$ cat config.mk
export PLATFORM = sky130hd
export DESIGN_NAME = bist_lfsr_misr
export DESIGN_NICKNAME = d
export VERILOG_FILES = /design/src/rtl/bist_pkg.sv /design/src/rtl/bist_misr.sv /design/src/rtl/bist_lfsr_misr.sv
export SDC_FILE = /design/constraint.sdc
export NUM_CORES = 1
export LEC_CHECK = 0
export ABC_AREA = 0
export BUFFER_PORTS_ARGS = -buffer_cell sky130_fd_sc_hd__buf_2
export CORE_UTILIZATION = 48
export DETAILED_ROUTE_END_ITERATION = 10
export PLACE_DENSITY = 0.74
export SYNTH_ARGS = -nofsm -noshare
export SYNTH_HDL_FRONTEND = slang
export SYNTH_SLANG_ARGS = --single-unit
$ cat constraint.sdc
create_clock -name clk -period 1.4 [get_ports clk]
set_clock_uncertainty 0.1 [all_clocks]
set_input_delay 0.28 -clock clk [delete_from_list [all_inputs] [get_ports clk]]
set_output_delay 0.28 -clock clk [all_outputs]
set_load 0.005 [all_outputs]
$ cat src/rtl/bist_pkg.sv
// -----------------------------------------------------------------------------
// bist_pkg
//   Shared definitions for the LFSR/MISR self-test harnesses.
//   - state_t              : run-control FSM states
//   - clog2()              : ceiling log2, never less than 1 (usable as a width)
//   - lfsr_default_taps()  : maximal-length Fibonacci feedback masks, widths 3..16
//                            (mask bit i set means register bit i feeds the XOR)
// -----------------------------------------------------------------------------
package bist_pkg;

  typedef enum logic [1:0] {
    IDLE  = 2'd0,
    RUN   = 2'd1,
    DRAIN = 2'd2,
    DONE  = 2'd3
  } state_t;

  // Result is clamped to 1 so a counter sized with it is never zero-width.
  function automatic int clog2(input int value);
    int r;
    r = 0;
    while ((1 << r) < value) r++;
    return (r < 1) ? 1 : r;
  endfunction

  function automatic logic [15:0] lfsr_default_taps(input int width);
    case (width)
      3:       return 16'h0006;
      4:       return 16'h000C;
      5:       return 16'h0014;
      6:       return 16'h0030;
      7:       return 16'h0060;
      8:       return 16'h00B8;
      9:       return 16'h0110;
      10:      return 16'h0240;
      11:      return 16'h0500;
      12:      return 16'h0829;
      13:      return 16'h100D;
      14:      return 16'h2015;
      15:      return 16'h6000;
      16:      return 16'hD008;
      default: return 16'h0000;
    endcase
  endfunction

endpackage

$ cat src/rtl/bist_misr.sv
// -----------------------------------------------------------------------------
// bist_misr
//   Multiple-input signature register. On each enabled edge the register
//   shifts left with XOR feedback from the tapped bits, then the (zero-extended)
//   input word is XORed in. clr wins over en and empties the signature.
// Ports
//   clk  in   1      rising-edge clock
//   rst  in   1      asynchronous reset, active-high (clears signature)
//   clr  in   1      synchronous clear
//   en   in   1      capture enable; d is ignored when low
//   d    in   N_D    response word to compact
//   sig  out  W      current signature
// -----------------------------------------------------------------------------
module bist_misr #(
  parameter int             W    = 8,
  parameter int             N_D  = 2,
  parameter logic [W-1:0]   TAPS = 8'hB8
) (
  input  logic           clk,
  input  logic           rst,
  input  logic           clr,
  input  logic           en,
  input  logic [N_D-1:0] d,
  output logic [W-1:0]   sig
);

  logic [W-1:0] r_sig;
  logic [W-1:0] w_d_ext;
  logic         w_fb;

  // NOTE: every variable written in always_comb gets a default first, so no
  // path leaves it unassigned and no latch is inferred.
  always_comb begin
    w_d_ext          = '0;
    w_d_ext[N_D-1:0] = d;
  end

  assign w_fb = ^(r_sig & TAPS);

  // NOTE: clocked state uses non-blocking assignments only, so every register
  // sees the pre-edge value of every other register regardless of block order.
  always_ff @(posedge clk or posedge rst) begin
    if (rst) begin
      r_sig <= '0;
    end else if (clr) begin
      r_sig <= '0;
    end else if (en) begin
      r_sig <= {r_sig[W-2:0], w_fb} ^ w_d_ext;
    end
  end

  assign sig = r_sig;

endmodule

$ cat src/rtl/bist_lfsr_misr.sv
// -----------------------------------------------------------------------------
// bist_lfsr_misr
//   Self-test harness for a combinational (or short-pipeline) benchmark netlist.
//   A Fibonacci LFSR drives N_PAT pseudo-random vectors into the netlist, the
//   responses are compacted by a MISR, and the final signature is compared
//   with GOLDEN once the run is DONE.
//   Timeline: the edge that samples start is edge 0; pattern k is on pat_o
//   after edge k; its response is captured at edge k+1+RESP_LAT; done rises
//   at edge N_PAT+RESP_LAT together with the last capture.
// Ports
//   clk        in   1       rising-edge clock
//   rst        in   1       asynchronous reset, active-high
//   start      in   1       begin a run (honoured only in IDLE or DONE)
//   pat_o      out  N_IN    registered vector to netlist inputs
//   pat_valid  out  1       pat_o holds a pattern under test
//   resp_i     in   N_OUT   netlist outputs, RESP_LAT clocks behind pat_o
//   busy       out  1       run in progress (RUN or DRAIN)
//   done       out  1       run finished, held until next start
//   pass       out  1       done and signature equals GOLDEN
//   signature  out  MISR_W  current MISR contents
// -----------------------------------------------------------------------------
module bist_lfsr_misr
  import bist_pkg::*;
#(
  parameter int                N_IN      = 5,
  parameter int                N_OUT     = 2,
  parameter int                N_PAT     = 31,
  parameter int                RESP_LAT  = 0,
  parameter logic [N_IN-1:0]   LFSR_SEED = {{(N_IN-1){1'b0}}, 1'b1},
  parameter logic [N_IN-1:0]   LFSR_TAPS = N_IN'(lfsr_default_taps(N_IN)),
  parameter int                MISR_W    = 8,
  parameter logic [MISR_W-1:0] MISR_TAPS = 8'hB8,
  parameter logic [MISR_W-1:0] GOLDEN    = 8'h00
) (
  input  logic              clk,
  input  logic              rst,
  input  logic              start,
  output logic [N_IN-1:0]   pat_o,
  output logic              pat_valid,
  input  logic [N_OUT-1:0]  resp_i,
  output logic              busy,
  output logic              done,
  output logic              pass,
  output logic [MISR_W-1:0] signature
);

  localparam int CNT_W = clog2(N_PAT + 1);
  // Value of the drain counter on the last DRAIN edge. Unused when
  // RESP_LAT is 0 because RUN then goes straight to DONE.
  localparam logic [1:0] DRAIN_LAST = 2'(RESP_LAT - 1);

  state_t           r_state;
  state_t           w_state_nxt;
  logic [N_IN-1:0]  r_pat;
  logic             r_pat_valid;
  logic [CNT_W-1:0] r_cnt;
  logic [1:0]       r_drain_cnt;
  logic             w_start_ok;
  logic             w_last_pat;
  logic             w_lfsr_fb;
  logic             w_cap_en;

  assign w_start_ok = start && ((r_state == IDLE) || (r_state == DONE));
  // The edge that launches the final pattern's successor also closes the run.
  assign w_last_pat = (r_state == RUN) && (r_cnt == CNT_W'(N_PAT - 1));
  assign w_lfsr_fb  = ^(r_pat & LFSR_TAPS);

  // ---------------------------------------------------------------------------
  // FSM
  // ---------------------------------------------------------------------------
  always_ff @(posedge clk or posedge rst) begin
    if (rst) r_state <= IDLE;
    else     r_state <= w_state_nxt;
  end

  always_comb begin
    w_state_nxt = r_state;
    case (r_state)
      IDLE, DONE: if (start)      w_state_nxt = RUN;
      RUN:        if (w_last_pat) w_state_nxt = (RESP_LAT == 0) ? DONE : DRAIN;
      DRAIN:      if (r_drain_cnt == DRAIN_LAST) w_state_nxt = DONE;
      default:    w_state_nxt = IDLE;
    endcase
  end

  // ---------------------------------------------------------------------------
  // Pattern generator and pattern counter
  // ---------------------------------------------------------------------------
  always_ff @(posedge clk or posedge rst) begin
    if (rst) begin
      r_pat       <= LFSR_SEED;
      r_pat_valid <= 1'b0;
      r_cnt       <= '0;
    end else if (w_start_ok) begin
      r_pat       <= LFSR_SEED;
      r_pat_valid <= 1'b1;
      r_cnt       <= '0;
    end else if (r_state == RUN) begin
      r_pat <= {r_pat[N_IN-2:0], w_lfsr_fb};
      r_cnt <= r_cnt + CNT_W'(1);
      if (w_last_pat) r_pat_valid <= 1'b0;
    end
  end

  always_ff @(posedge clk or posedge rst) begin
    if (rst)                    r_drain_cnt <= '0;
    else if (r_state == DRAIN)  r_drain_cnt <= r_drain_cnt + 2'd1;
    else                        r_drain_cnt <= '0;
  end

  // ---------------------------------------------------------------------------
  // Capture enable: pat_valid delayed to line up with the netlist's response
  // ---------------------------------------------------------------------------
  generate
    if (RESP_LAT == 0) begin : g_no_delay
      assign w_cap_en = r_pat_valid;
    end else begin : g_delay
      logic [RESP_LAT-1:0] r_vdly;
      // NOTE: the delay line is reset like any control register; a stale
      // valid left in it after a mid-run reset would corrupt the next signature.
      always_ff @(posedge clk or posedge rst) begin
        if (rst) begin
          r_vdly <= '0;
        end else begin
          r_vdly[0] <= r_pat_valid;
          for (int i = 1; i < RESP_LAT; i++) r_vdly[i] <= r_vdly[i-1];
        end
      end
      assign w_cap_en = r_vdly[RESP_LAT-1];
    end
  endgenerate

  // ---------------------------------------------------------------------------
  // Response compaction
  // ---------------------------------------------------------------------------
  bist_misr #(
    .W    (MISR_W),
    .N_D  (N_OUT),
    .TAPS (MISR_TAPS)
  ) u_misr (
    .clk (clk),
    .rst (rst),
    .clr (w_start_ok),
    .en  (w_cap_en),
    .d   (resp_i),
    .sig (signature)
  );

  assign pat_o     = r_pat;
  assign pat_valid = r_pat_valid;
  assign busy      = (r_state == RUN) || (r_state == DRAIN);
  assign done      = (r_state == DONE);
  assign pass      = done && (signature == GOLDEN);

endmodule
==> run_results.csv <==
group,metric,value,unit
layout,n_antenna_cell,0,
grt,antenna_found_initial,0,
detailed_routing,vias,959,
timing,slew_viol_final,0,
critical_path,reg2reg_depth,8,
timing,timing.final.hold_violations,0,
cts,clk_pin_slew,0.12,ns
yosys,synth.top_cell.area_share,0.497,
min_path,min_from,"start",
flow_run,maxCapViolCount,0,
critical_path,worstPathMaxFanout,2,
yosys,synth_nets,115,
yosys,synth-seq-area-share,0.521,
floorplan,core_area,2190,µm²
yosys,ys.warnings.count,0,
floorplan,io-pin-count,22,
layout,final_cell_mix,"21 x dfrtp_1, 19 x buf_2, 15 x buf_6",
grt,first_global_vias,966,
grt,grt_util_all_layers,0.231,
layout,fin_util,0.806,
timing,period_share,1.37,
floorplan,die_area,2500,µm²
timing,slew_headroom,0.780,
timing,post-route-min-period,1.92,ns
timing,fmax,522,MHz
critical_path,cp.arrival,1.54,ns
yosys,postSynthAreaPerCell,10.8,µm²
grt,grt_pass1_wl,4.28,mm
layout,multi_input_area,652,µm²
critical_path,worstSetupPathType,"flip-flop to primary output",
floorplan,rows,17,
floorplan,die_h,50.0,µm
critical_path,rr_startpoint,"r_state[1]$_DFFE_PP0P_",
cts,cts_made_buffers,3,
detailed_routing,wl_per_cell,15.7,µm
min_path,min_path_cells,3,
critical_path,reg2reg_slack,-0.27,ns
placed_design,gp_congestion,0.791,
placed_design,port_buffers,21,
layout,area_growth,59.5,%
power_and_ir_drop,max-vdd-ir-drop,0.00151,V
detailed_routing,drt-initial-drc-count,19,
yosys,syn-cell-area,1110,µm²
cts,clockRootBuffer,"clkbuf_4",
yosys,syn_inst,103,
timing,worst_slew_pin_slew,0.328,ns
yosys,synth-seq-cells,23,
cts,cts_tree,"yes",
power_and_ir_drop,powerDensity,2040,nW/µm²
layout,num-fill-cells,116,
critical_path,crit_chain,"or4_4 -> nor4_4 -> buf_2",
critical_path,cpMaxStageDelayCell,"or4_4",
power_and_ir_drop,seqPwrFrac,0.296,
critical_path,worst_setup_path_start_kind,"flip-flop",
min_path,hp-class,"input port to flip-flop",
floorplan,die_x,50.0,µm
cts,cts_sinks,23,
power_and_ir_drop,internal_power,0.00222,W
power_and_ir_drop,p_total,0.00360,W
cts,clock_path_buffers,2,
outcome,violations,"setup timing",
detailed_routing,routed_wl,2.89,mm
layout,register_area,578,µm²
detailed_routing,vias_per_cell,5.21,
placed_design,place_hpwl,1.56,mm
timing,hold_ws,0.123,ns
power_and_ir_drop,sw_frac_of_total,0.383,
placed_design,pre_cts_ws,-0.171,ns
detailed_routing,ant_nets,0,
detailed_routing,drcViolationCount,0,
detailed_routing,first_pass_iters,4,
power_and_ir_drop,power_switching,0.00138,W
power_and_ir_drop,leakage,0.882,nW
min_path,min_delay_worst_endpoint,"pat_o[0]$_DFFE_PP1P_",
critical_path,required,1.02,ns
critical_path,r2r-end,"pat_o[2]$_DFFE_PP0P_",
critical_path,critPathCaptureType,"primary output",
layout,drive_above_1_share,0.564,
yosys,yosysTopAreaCell,"dfrtp_1",
cts,htree_levels,1,
cts,clk_latency,0.32,ns
grt,overflow,0,
timing,fin_ws,-0.516,ns
grt,grt_max_degree,24,
yosys,ys_top_cells_by_area,"dfrtp_1 50%, mux2i_1 9.0%, ha_1 7.9%, nor2_1 6.4%, xnor2_1 4.0%",
timing,rsz0062_at_grt,"yes",
layout,fin_nets,169,
power_and_ir_drop,combPwrFrac,0.617,
power_and_ir_drop,power.share.clock,0.087,
timing,finalSetupViolCount,23,
yosys,synth_cell_types,22,
layout,layout_commonest_cell,"dfrtp_1",
critical_path,max_stage_delay,0.55,ns
outcome,status,"finished with violations",
floorplan,initial_utilization,0.505,
## power by group through the flow
| stage | registers (W) | clock network [W] | logic, W |
|---|---|---|---|
| after floorplan | 0.00109 | 0 | 0.000715 |
| after global placement | 0.00104 | 0 | 0.00129 |
| after detailed placement | 0.00106 | 0 | 0.00133 |
| after CTS | 0.00106 | 0.000308 | 0.00180 |
| after global routing | 0.00109 | 0.000329 | 0.00238 |
| final | 0.00106 | 0.000313 | 0.00222 |
## registers in the layout (all words and copies together), names as in the netlist
| register | cells |
|---|---|
| r_cnt | 5 |
| r_drain_cnt | 2 |
| r_state | 2 |
| u_misr.sig | 8 |
| pat_valid | 1 |
| pat_o | 5 |
## cells by family after synthesis
family | count (synthesis) | synth area share
AO/OA/AOI/OAI | 10 | 0.0554
XOR/XNOR | 9 | 0.0712
multiplexers | 10 | 0.0904
adder cells (fa/ha/maj) | 7 | 0.0791
AND/OR/NAND/NOR | 32 | 0.139
buffers and inverters | 12 | 0.0441
flip-flops | 23 | 0.521
## through the flow
step	area, µm²	std cells	setup TNS, ns
detailed placement	1370	164	-1.07
finish	1770	184	-5.17
global placement	1370	164	-0.792
floorplan	1120	103	-0.0601
CTS	1610	177	-2.57
global route	1770	184	-6.20
## worst max-delay path: cells and delay by family (launching register included)
kind / cells / cell delay [ns]
and+or+nand+nor: 2 / 0.68
DFF: 1 / 0.40
buffers and inverters: 1 / 0.14
## synth_stat cells
| cell type | number |
|---|---|
| dfrtp_1 | 22 |
| nor2_1 | 19 |
| mux2i_1 | 10 |
| inv_1 | 9 |
| ha_1 | 7 |
| xnor2_1 | 5 |
| nand2_1 | 4 |
| xor2_1 | 4 |
| a211oi_1 | 3 |
| buf_2 | 3 |
| nand4_1 | 3 |
| o21ai_0 | 3 |
| nor2b_1 | 2 |
| a21o_1 | 1 |
| a21oi_1 | 1 |
| and2_1 | 1 |
| dfstp_2 | 1 |
| nor2_2 | 1 |
| nor4_2 | 1 |
| o21ai_1 | 1 |
| o22ai_1 | 1 |
| or4_4 | 1 |
## final cells by class
| class | instances | share of cell area |
|---|---|---|
| multi-input cells | 69 | 0.369 |
| flip-flops and latches | 23 | 0.327 |
| repair buffers | 51 | 0.242 |
| inverters | 9 | 0.0276 |
| well taps | 28 | 0.0198 |
| clock buffers | 4 | 0.0149 |
## per-layer routing
layer | global-route usage | part of all wire | vias to the layer above
li1 | - | - | 447
met1 | 0.294 | 0.42 | 471
met2 | 0.404 | 0.51 | 31
met3 | 0.0309 | 0.032 | 10
met4 | 0.0619 | 0.028 | 0
met5 | 0 | 0 | -
## worst max path at each step
stage	slack, ns	endpoint	startpoint	cells after the start
final	-0.52	pass	u_misr.sig[0]$_DFFE_PP0P_	3
after global routing	-0.58	pass	u_misr.sig[0]$_DFFE_PP0P_	3
after CTS	-0.51	pass	u_misr.sig[0]$_DFFE_PP0P_	3
after detailed placement	-0.17	pass	u_misr.sig[2]$_DFFE_PP0P_	3
after global placement	-0.14	pass	u_misr.sig[2]$_DFFE_PP0P_	3
after floorplan	-0.06	pass	u_misr.sig[2]$_DFFE_PP0P_	2
## repair_timing
item,4_1_cts,5_1_grt
buffers inserted,6,8
resized for setup,35,29
setup endpoints to repair,19,26
gates cloned,2,0
hold buffers,1,0
endpoints found under the hold margin,22,0
pin swaps,22,9
Power figures use the tool's default switching activity.
